===== config.mk =====
export PLATFORM = sky130hd
export DESIGN_NAME = alu_tx_sequencer
export DESIGN_NICKNAME = d
export VERILOG_FILES = /design/src/rtl/alu_tx_sequencer.sv
export SDC_FILE = /design/constraint.sdc
export NUM_CORES = 1
export LEC_CHECK = 0
export CAP_MARGIN = 10
export CORE_AREA = 10 10 97 120
export CTS_CLUSTER_DIAMETER = 30
export DETAILED_ROUTE_END_ITERATION = 10
export DIE_AREA = 0 0 107 130
export PLACE_DENSITY = 0.6
export SLEW_MARGIN = 20
export SYNTH_ARGS = -nofsm -noshare
export SYNTH_HDL_FRONTEND = slang
export SYNTH_SLANG_ARGS = --single-unit

===== constraint.sdc =====
create_clock -name CLK -period 2.6 [get_ports CLK]
set_input_delay 0.52 -clock CLK [delete_from_list [all_inputs] [get_ports CLK]]
set_output_delay 0.52 -clock CLK [all_outputs]
set_load 0.03 [all_outputs]

===== src/rtl/alu_tx_sequencer.sv =====
// Runs one ALU op per start strobe, then writes the result as signed ASCII decimal plus CR/LF to the TX FIFO.
// First write 1+NBIT cycles after the start; each emit state waits on FIFO_full with nothing lost or repeated.
module alu_tx_sequencer #(
   parameter int NBIT   = 8,
   parameter bit SIGNED = 1'b1
) (
   input  logic            CLK,
   input  logic            RESET,
   input  logic [NBIT-1:0] data_in,
   input  logic [2:0]      SEL,
   output logic [NBIT-1:0] ALU_A,
   output logic [NBIT-1:0] ALU_B,
   output logic [NBIT-1:0] ALU_OP,
   input  logic [NBIT-1:0] ALU_RES,
   input  logic            FIFO_full,
   output logic            WR_FIFO,
   output logic [7:0]      tx_data,
   output logic            BUSY,
   output logic            DROP
);

   typedef enum logic [2:0] {IDLE, CALC, CONV, SIGN, DIGITS, CR, LF} state_t;

   localparam logic [NBIT-1:0] OP_RST = NBIT'(8'h20);

   state_t          state;
   logic [NBIT-1:0] bin;
   logic [19:0]     bcd;
   logic [19:0]     bcd_nxt;
   logic            neg;
   logic [2:0]      idx;
   logic [4:0]      cnt;
   logic [NBIT-1:0] mag;
   logic [3:0]      digit;
   logic            emit;
   logic [7:0]      char;

   // One double-dabble step: correct every digit >= 5, then shift the next binary bit in.
   function automatic logic [19:0] dabble(input logic [19:0] b, input logic bit_in);
      logic [19:0] t;
      t = b;
      for (int i = 0; i < 5; i++)
         if (t[i*4 +: 4] >= 4'd5) t[i*4 +: 4] = t[i*4 +: 4] + 4'd3;
      return {t[18:0], bit_in};
   endfunction

   function automatic logic [2:0] lead(input logic [19:0] b);
      logic [2:0] r;
      r = 3'd0;
      for (int i = 0; i < 5; i++)
         if (b[i*4 +: 4] != 4'd0) r = 3'(i);
      return r;
   endfunction

   assign bcd_nxt = dabble(bcd, bin[NBIT-1]);
   // Negating the most negative value wraps to itself, which read unsigned is 2^(NBIT-1).
   assign mag     = (SIGNED && ALU_RES[NBIT-1]) ? -ALU_RES : ALU_RES;
   assign digit   = bcd[{idx, 2'b00} +: 4];

   always_comb begin
      emit = 1'b0;
      char = 8'h00;
      case (state)
         SIGN:    begin emit = 1'b1; char = 8'h2D; end
         DIGITS:  begin emit = 1'b1; char = {4'h3, digit}; end
         CR:      begin emit = 1'b1; char = 8'h0D; end
         LF:      begin emit = 1'b1; char = 8'h0A; end
         default: begin emit = 1'b0; char = 8'h00; end
      endcase
   end

   assign WR_FIFO = emit && !FIFO_full;
   assign tx_data = char;
   assign BUSY    = (state != IDLE);

   always_ff @(posedge CLK or negedge RESET) begin
      if (!RESET) begin
         state  <= IDLE;
         ALU_A  <= '0;
         ALU_B  <= '0;
         ALU_OP <= OP_RST;
         DROP   <= 1'b0;
         bin    <= '0;
         bcd    <= '0;
         neg    <= 1'b0;
         idx    <= '0;
         cnt    <= '0;
      end else begin
         DROP <= (SEL == 3'b010) && (state != IDLE);
         if (SEL == 3'b001) ALU_A  <= data_in;
         if (SEL == 3'b100) ALU_OP <= data_in;
         case (state)
            IDLE: begin
               if (SEL == 3'b010) begin
                  ALU_B <= data_in;
                  state <= CALC;
               end
            end
            CALC: begin
               neg   <= SIGNED && ALU_RES[NBIT-1];
               bin   <= mag;
               bcd   <= '0;
               cnt   <= '0;
               state <= CONV;
            end
            CONV: begin
               bcd <= bcd_nxt;
               bin <= bin << 1;
               cnt <= cnt + 5'd1;
               if (cnt == 5'(NBIT-1)) begin
                  idx   <= lead(bcd_nxt);
                  state <= neg ? SIGN : DIGITS;
               end
            end
            SIGN: if (WR_FIFO) state <= DIGITS;
            DIGITS: begin
               if (WR_FIFO) begin
                  if (idx == 3'd0) state <= CR;
                  else             idx   <= idx - 3'd1;
               end
            end
            CR: if (WR_FIFO) state <= LF;
            LF: if (WR_FIFO) state <= IDLE;
            default: state <= IDLE;
         endcase
      end
   end

endmodule


==> results of run 1 <==
[worst reg2reg max path, delay by kind of cell, from the launching register on]
family	cells	cell delay [ns]
AO/OA/AOI/OAI	4	0.94
flip-flops	1	0.41
AND/OR/NAND/NOR	1	0.26
adder cells (fa/ha/maj)	1	0.24
buffers and inverters	1	0.11
[area by class of cell]
class | instances | area share (%)
tap | 126 | 3.41
inverter | 20 | 1.62
timing repair buffer | 67 | 13.8
multi-input combinational | 262 | 40.1
clock buffer | 9 | 4.86
clock inverter | 7 | 1.03
sequential | 65 | 35.2
[registers in the layout, summed over array words and instances, names as in the netlist]
| register | count |
|---|---|
| DROP | 1 |
| bin | 8 |
| idx | 3 |
| cnt | 5 |
| ALU_B | 8 |
| bcd | 20 |
| state | 3 |
| ALU_A | 8 |
| neg | 1 |
| ALU_OP | 8 |
[routing by layer]
layer  GRT usage (%)  vias to the layer above  share of wire (%)
met5               0                        -                  0
met4            6.94                        0                2.6
met3            3.45                       15                5.0
met2            22.2                       80                 48
met1            15.3                     1353                 44
li1                -                     1408                  -
[path summary, 6_finish.rpt]
path	to	slack, ns	cells past startpoint
min in group CLK	bin[7]	0.47	2
setup reg to reg	idx[1]	0.54	7
hold reg to reg	bin[7]	0.47	2
setup / recovery	tx_data[2]	0.08	5
hold / removal	ALU_B[7]	0.20	2
max in group asynchronous	ALU_OP[5]	2.08	2
[cell families (layout without fill, tap and decap cells)]
group | Yosys count | after routing | synth area share [%]
multiplexers | 35 | 35 | 12.0
other | 1 | 2 | 0.103
buffers and inverters | 36 | 103 | 4.41
AO/OA/AOI/OAI | 94 | 94 | 16.0
flip-flops | 65 | 65 | 44.9
XOR/XNOR | 11 | 11 | 2.66
adder cells (fa/ha/maj) | 14 | 14 | 4.83
AND/OR/NAND/NOR | 106 | 106 | 15.2
[synth_stat cells, types with 3 or more instances]
cell       n  area, um2
mux2_2    24        270
a211oi_1   3       22.5
nand3_1    5       25.0
buf_2      8       40.0
xor2_1     5       43.8
nand2b_1   6       37.5
nor2b_1    5       31.3
nor3_1     6       30.0
clkbuf_1   5       18.8
o31ai_1    3       22.5
mux2i_1    6       60.1
nand2_1   39        146
o21ai_0   40        200
dfrtp_1   64       1600
mux4_2     4       90.1
ha_1      14        175
a22oi_1    5       37.5
xnor2_1    6       52.6
inv_1     19       71.3
a31oi_1    4       25.0
a21oi_1   20        100
nor2_1    18       67.6
a22o_1     7       61.3
and2_1     3       18.8
nor3b_1    7       52.6
[report_power, final]
part           switching [mW]  leakage, nW  internal, mW
Sequential              0.207        0.832          1.29
Combinational            1.30         1.03         0.942
Clock                   0.452        0.131         0.641
Total                    1.96         2.00          2.88
[per-stage QoR]
stage | area (um2) | worst slack [ns] | total power [mW]
6_report | 4630 | 0.0821 | 4.84
2_1_floorplan | 3630 | 0.149 | 2.98
3_5_place_dp | 4350 | 0.192 | 3.79
4_1_cts | 4620 | 0.0288 | 4.90
5_1_grt | 4630 | 0.00210 | 5.20
3_3_place_gp | 4350 | 0.202 | 3.76
[layout by cell type (no fill, tap or decap), types with 7 or more instances in the layout]
cell,instances
dfrtp_1,64
clkdlybuf4s50_1,48
nand2_1,39
o21ai_0,39
mux2_2,24
a21oi_1,20
inv_1,18
nor2_1,17
buf_4,15
ha_1,14
clkbuf_16,9
a22o_1,7
==> impl_metrics.csv, run 1 <==
group,metric,value,unit
run_status,outcome,"finished clean",
power,peakVddDrop,392,uV
routing,postRouteAntennaNets,0,
setup_path,cp-end-kind,"primary output",
cts,clock_sinks,65,
floorplan,rows,40,
layout,drive_above_1_share,17.4,%
grt,grt_max_degree,66,
setup_path,startpoint_type,"flop",
layout,postLayoutCoreUtil,49.2,%
floorplan,dieArea,0.0139,mm2
synthesis,ys_warn_count,0,
cts,ctsResizeCount,1,
synthesis,synth_area,0.00363,mm2
layout,fillCellCount,913,
layout,area_growth,27.6,%
cts,clock_latency,0.34,ns
setup_path,path_max_fanout,6,
routing,wirelength,8720,um
timing,tightest_slew,0.642,ns
timing,post-route-period-util,96.8,%
setup_path,critical_path.startpoint,"bcd[14]",
cts,cts_tree,"yes",
cts,htree_levels,3,
setup_path,max_stage_delay,0.49,ns
cts,ctsLongestPathBuffers,2,
timing,rsz0062_at_grt,"false",
setup_path,crit_family,"multiplexers",
grt,globalRouteTotalUtil,13.3,%
cts,postCtsSetupBuffers,0,
layout,fin_cells,556,
timing,slew_violations,0,
routing,via_count,2856,
routing,drc,0,
layout,final_nets,461,
timing,finalSetupTns,0,ns
synthesis,synthCells,362,
timing,max_slew_margin,57.1,%
floorplan,die_h,130,um
min_path,hold_class,"input pin to async pin",
routing,initialDrtViolationCount,152,
placement,numPlacedInstances,540,
placement,port_buffers,54,
placement,hpwlAfterDp,6550,um
floorplan,start_util,38.6,%
synthesis,synth_edf_count,0,
routing,via_per_inst,5.14,
floorplan,core,0.00941,mm2
timing,whs,0.197,ns
layout,seq_area,0.00163,mm2
flow_run,maxCapViolCount,0,
setup_path,critPathKind,"flop to primary output",
power,leakage,2.00,nW
timing,setup_viol,0,
setup_path,worstReg2RegStart,"bcd[17]",
routing,dr.pass1.iters,4,
setup_path,slowest_stage,"mux4_2",
synthesis,ys.flop_type,"dfrtp_1",
cts,cts_buffers,9,
layout,diodes,0,
cts,cts_hold_buffers,0,
layout,multi_input_area,0.00186,mm2
setup_path,cp.required,2.08,ns
power,powerDensity,1050,mW/mm2
floorplan,ios,57,
placement,routabilityCongestion,0.830,
synthesis,synth_seq_cells,65,
synthesis,avgSynthCellArea,10.0,um2
timing,finalHoldViolCount,0,
grt,antenna_found_initial,0,
setup_path,path_buf_inv,1,
timing,fin_crit,2.52,ns
synthesis,synth-seq-area-share,44.9,%
setup_path,arrival,2.00,ns
floorplan,die_width,107,um
synthesis,synthDistinctLibCells,55,
grt,grt_pass1_wl,14900,um
cts,cts_root_buf,"clkbuf_16",
setup_path,path_cells,"mux4_2 > nor2b_1 > a31oi_1 > o21ai_0 > dlygate4sd2_1",
synthesis,synthArstFlopShare,100,%
grt,grt_pass1_vias,2949,
timing,fmax,0.397,GHz
timing,fin_skew,0.00474,ns
grt,grt-ovfl-total,0,
cts,clkTransAtPathRegs,0.06,ns
routing,wire_per_inst,15.7,um
(Power assumes the default switching activity.)
==> inputs of run 2 (changes only) <==
--- a/config.mk
+++ b/config.mk
@@ -10,6 +10,7 @@
 export CTS_CLUSTER_DIAMETER = 30
 export DETAILED_ROUTE_END_ITERATION = 10
 export DIE_AREA = 0 0 107 130
+export MAX_ROUTING_LAYER = met4
 export PLACE_DENSITY = 0.6
 export SLEW_MARGIN = 20
 export SYNTH_ARGS = -nofsm -noshare
==> run 2 against run 1 <==
Die area unchanged. Wire length fell by 0.26%. Largest power group unchanged. Global-route usage grew 0.38 points. Critical path type unchanged. Highest routed layer unchanged.
==> impl_metrics.csv, run 2 (synthesis gave the netlist of run 1 again) <==
group,metric,value,unit
timing,setup_ws,0.0940,ns
routing,via_count,2865,
cts,cts_tree,"yes",
setup_path,startpoint_type,"flop",
setup_path,critPathKind,"flop to primary output",
floorplan,ios,57,
timing,tightest_slew,0.640,ns
grt,antenna_found_initial,0,
cts,ctsLongestPathBuffers,2,
setup_path,cp.required,2.08,ns
grt,globalRouteTotalUtil,13.7,%
layout,drive_above_1_share,17.4,%
floorplan,core,0.00941,mm2
layout,max_flop_register,"bcd",
min_path,hold_class,"input pin to async pin",
cts,cts_buffers,9,
flow_run,maxCapViolCount,0,
placement,numPlacedInstances,540,
floorplan,start_util,38.6,%
power,peakVddDrop,382,uV
grt,grt-ovfl-total,0,
cts,postCtsSetupBuffers,0,
layout,largest_reg_flops,20,
layout,diodes,0,
layout,design_area,0.00463,mm2
layout,final_nets,461,
routing,drc,0,
run_status,outcome,"finished clean",
layout,fin_cells,556,
setup_path,path_cells,"mux4_2 > nor2b_1 > a31oi_1 > o21ai_0 > dlygate4sd2_1",
routing,wirelength,8700,um
setup_path,cp-end-kind,"primary output",
timing,max_slew_margin,57.2,%
cts,clock_sinks,65,
layout,final_common_cell,"dfrtp_1",
floorplan,die_h,130,um
setup_path,path_max_fanout,6,
floorplan,rows,40,
cts,clkTransAtPathRegs,0.06,ns
cts,clock_latency,0.33,ns
cts,cts_root_buf,"clkbuf_16",
grt,grt_pass1_wl,14900,um
timing,whs,0.204,ns
cts,htree_levels,3,
layout,final_cell_mix,"dfrtp_1 (64), clkdlybuf4s50_1 (48), nand2_1 (39), o21ai_0 (39), mux2_2 (24)",
routing,wire_per_inst,15.6,um
grt,grt_pass1_vias,2952,
placement,place_area,0.00435,mm2
timing,rsz0062_at_grt,"false",
power,powerDensity,1040,mW/mm2
power,leakage,2.00,nW
timing,finalSetupTns,0,ns
timing,finalHoldViolCount,0,
timing,post-route-period-util,96.4,%
placement,routabilityCongestion,0.842,
setup_path,max_stage_delay,0.49,ns
timing,slew_violations,0,
layout,area_growth,27.6,%
timing,fmax,0.399,GHz
floorplan,dieArea,0.0139,mm2
routing,postRouteAntennaNets,0,
routing,via_per_inst,5.15,
placement,port_buffers,54,
timing,setup_viol,0,
layout,fillCellCount,913,
power,p_total,4.84,mW
placement,pre_cts_slack,0.192,ns
setup_path,arrival,1.99,ns
routing,dr.pass1.iters,4,
grt,grt_max_degree,66,
layout,postLayoutCoreUtil,49.2,%
timing,fin_crit,2.51,ns
placement,hpwlAfterDp,6550,um
floorplan,die_width,107,um
setup_path,slowest_stage,"mux4_2",
routing,initialDrtViolationCount,160,
timing,fin_skew,0.00444,ns
-- run 2: cell counts in the layout (fill, tap and decap cells not counted) --
No cell type changed its count.
-- run 2: final timing paths --
| check | slack, ns | from | endpoint | cells after the start |
|---|---|---|---|---|
| setup / recovery | 0.09 | bcd[14] | tx_data[2] | 5 |
| setup reg to reg | 0.53 | bcd[17] | idx[1] | 7 |
| min in group CLK | 0.47 | bin[6] | bin[7] | 2 |
| hold reg to reg | 0.47 | bin[6] | bin[7] | 2 |
| max in group asynchronous | 2.07 | RESET | ALU_OP[5] | 2 |
| hold / removal | 0.20 | RESET | ALU_B[7] | 2 |
-- run 2: timing repair --
action                                  in CTS  in global routing
hold endpoints to repair                     0                  0
gates resized for setup                      1                  3
endpoints found under the setup margin       1                  2
gates cloned                                 0                  0
hold buffers                                 0                  0
-- run 2: per-layer routing --
| layer | track usage (%) | routed length, um | vias to the layer above |
|---|---|---|---|
| met5 | - | 0 | - |
| met2 | 22.2 | 4230 | 73 |
| met3 | 2.71 | 369 | 13 |
| met4 | 7.90 | 203 | 0 |
| li1 | - | - | 1408 |
| met1 | 15.4 | 3890 | 1371 |
-- run 2: critical path, delay by kind of cell (launching register included) --
family / cells / cell delay (ns)
buffers and inverters: 1 / 0.37
and+or+nand+nor: 1 / 0.14
muxes: 1 / 0.49
AOI/OAI and AO/OA: 2 / 0.23
DFF: 1 / 0.43
-- run 2: where the power goes --
group	total [mW]	switching [mW]	internal [mW]	leakage, nW
Sequential	1.50	0.207	1.29	0.832
Clock	1.09	0.445	0.641	0.131
Combinational	2.25	1.31	0.942	1.03
Total	4.84	1.96	2.88	2.00
-- run 2: cell type report --
type / instances / area, um2 / area share, %
repair buffers: 67 / 639 / 13.8
clock buffers: 9 / 225 / 4.86
inverters: 20 / 75.1 / 1.62
clock inverters: 7 / 47.5 / 1.03
well taps: 126 / 158 / 3.41
flip-flops and latches: 65 / 1630 / 35.2
multi-input cells: 262 / 1860 / 40.1
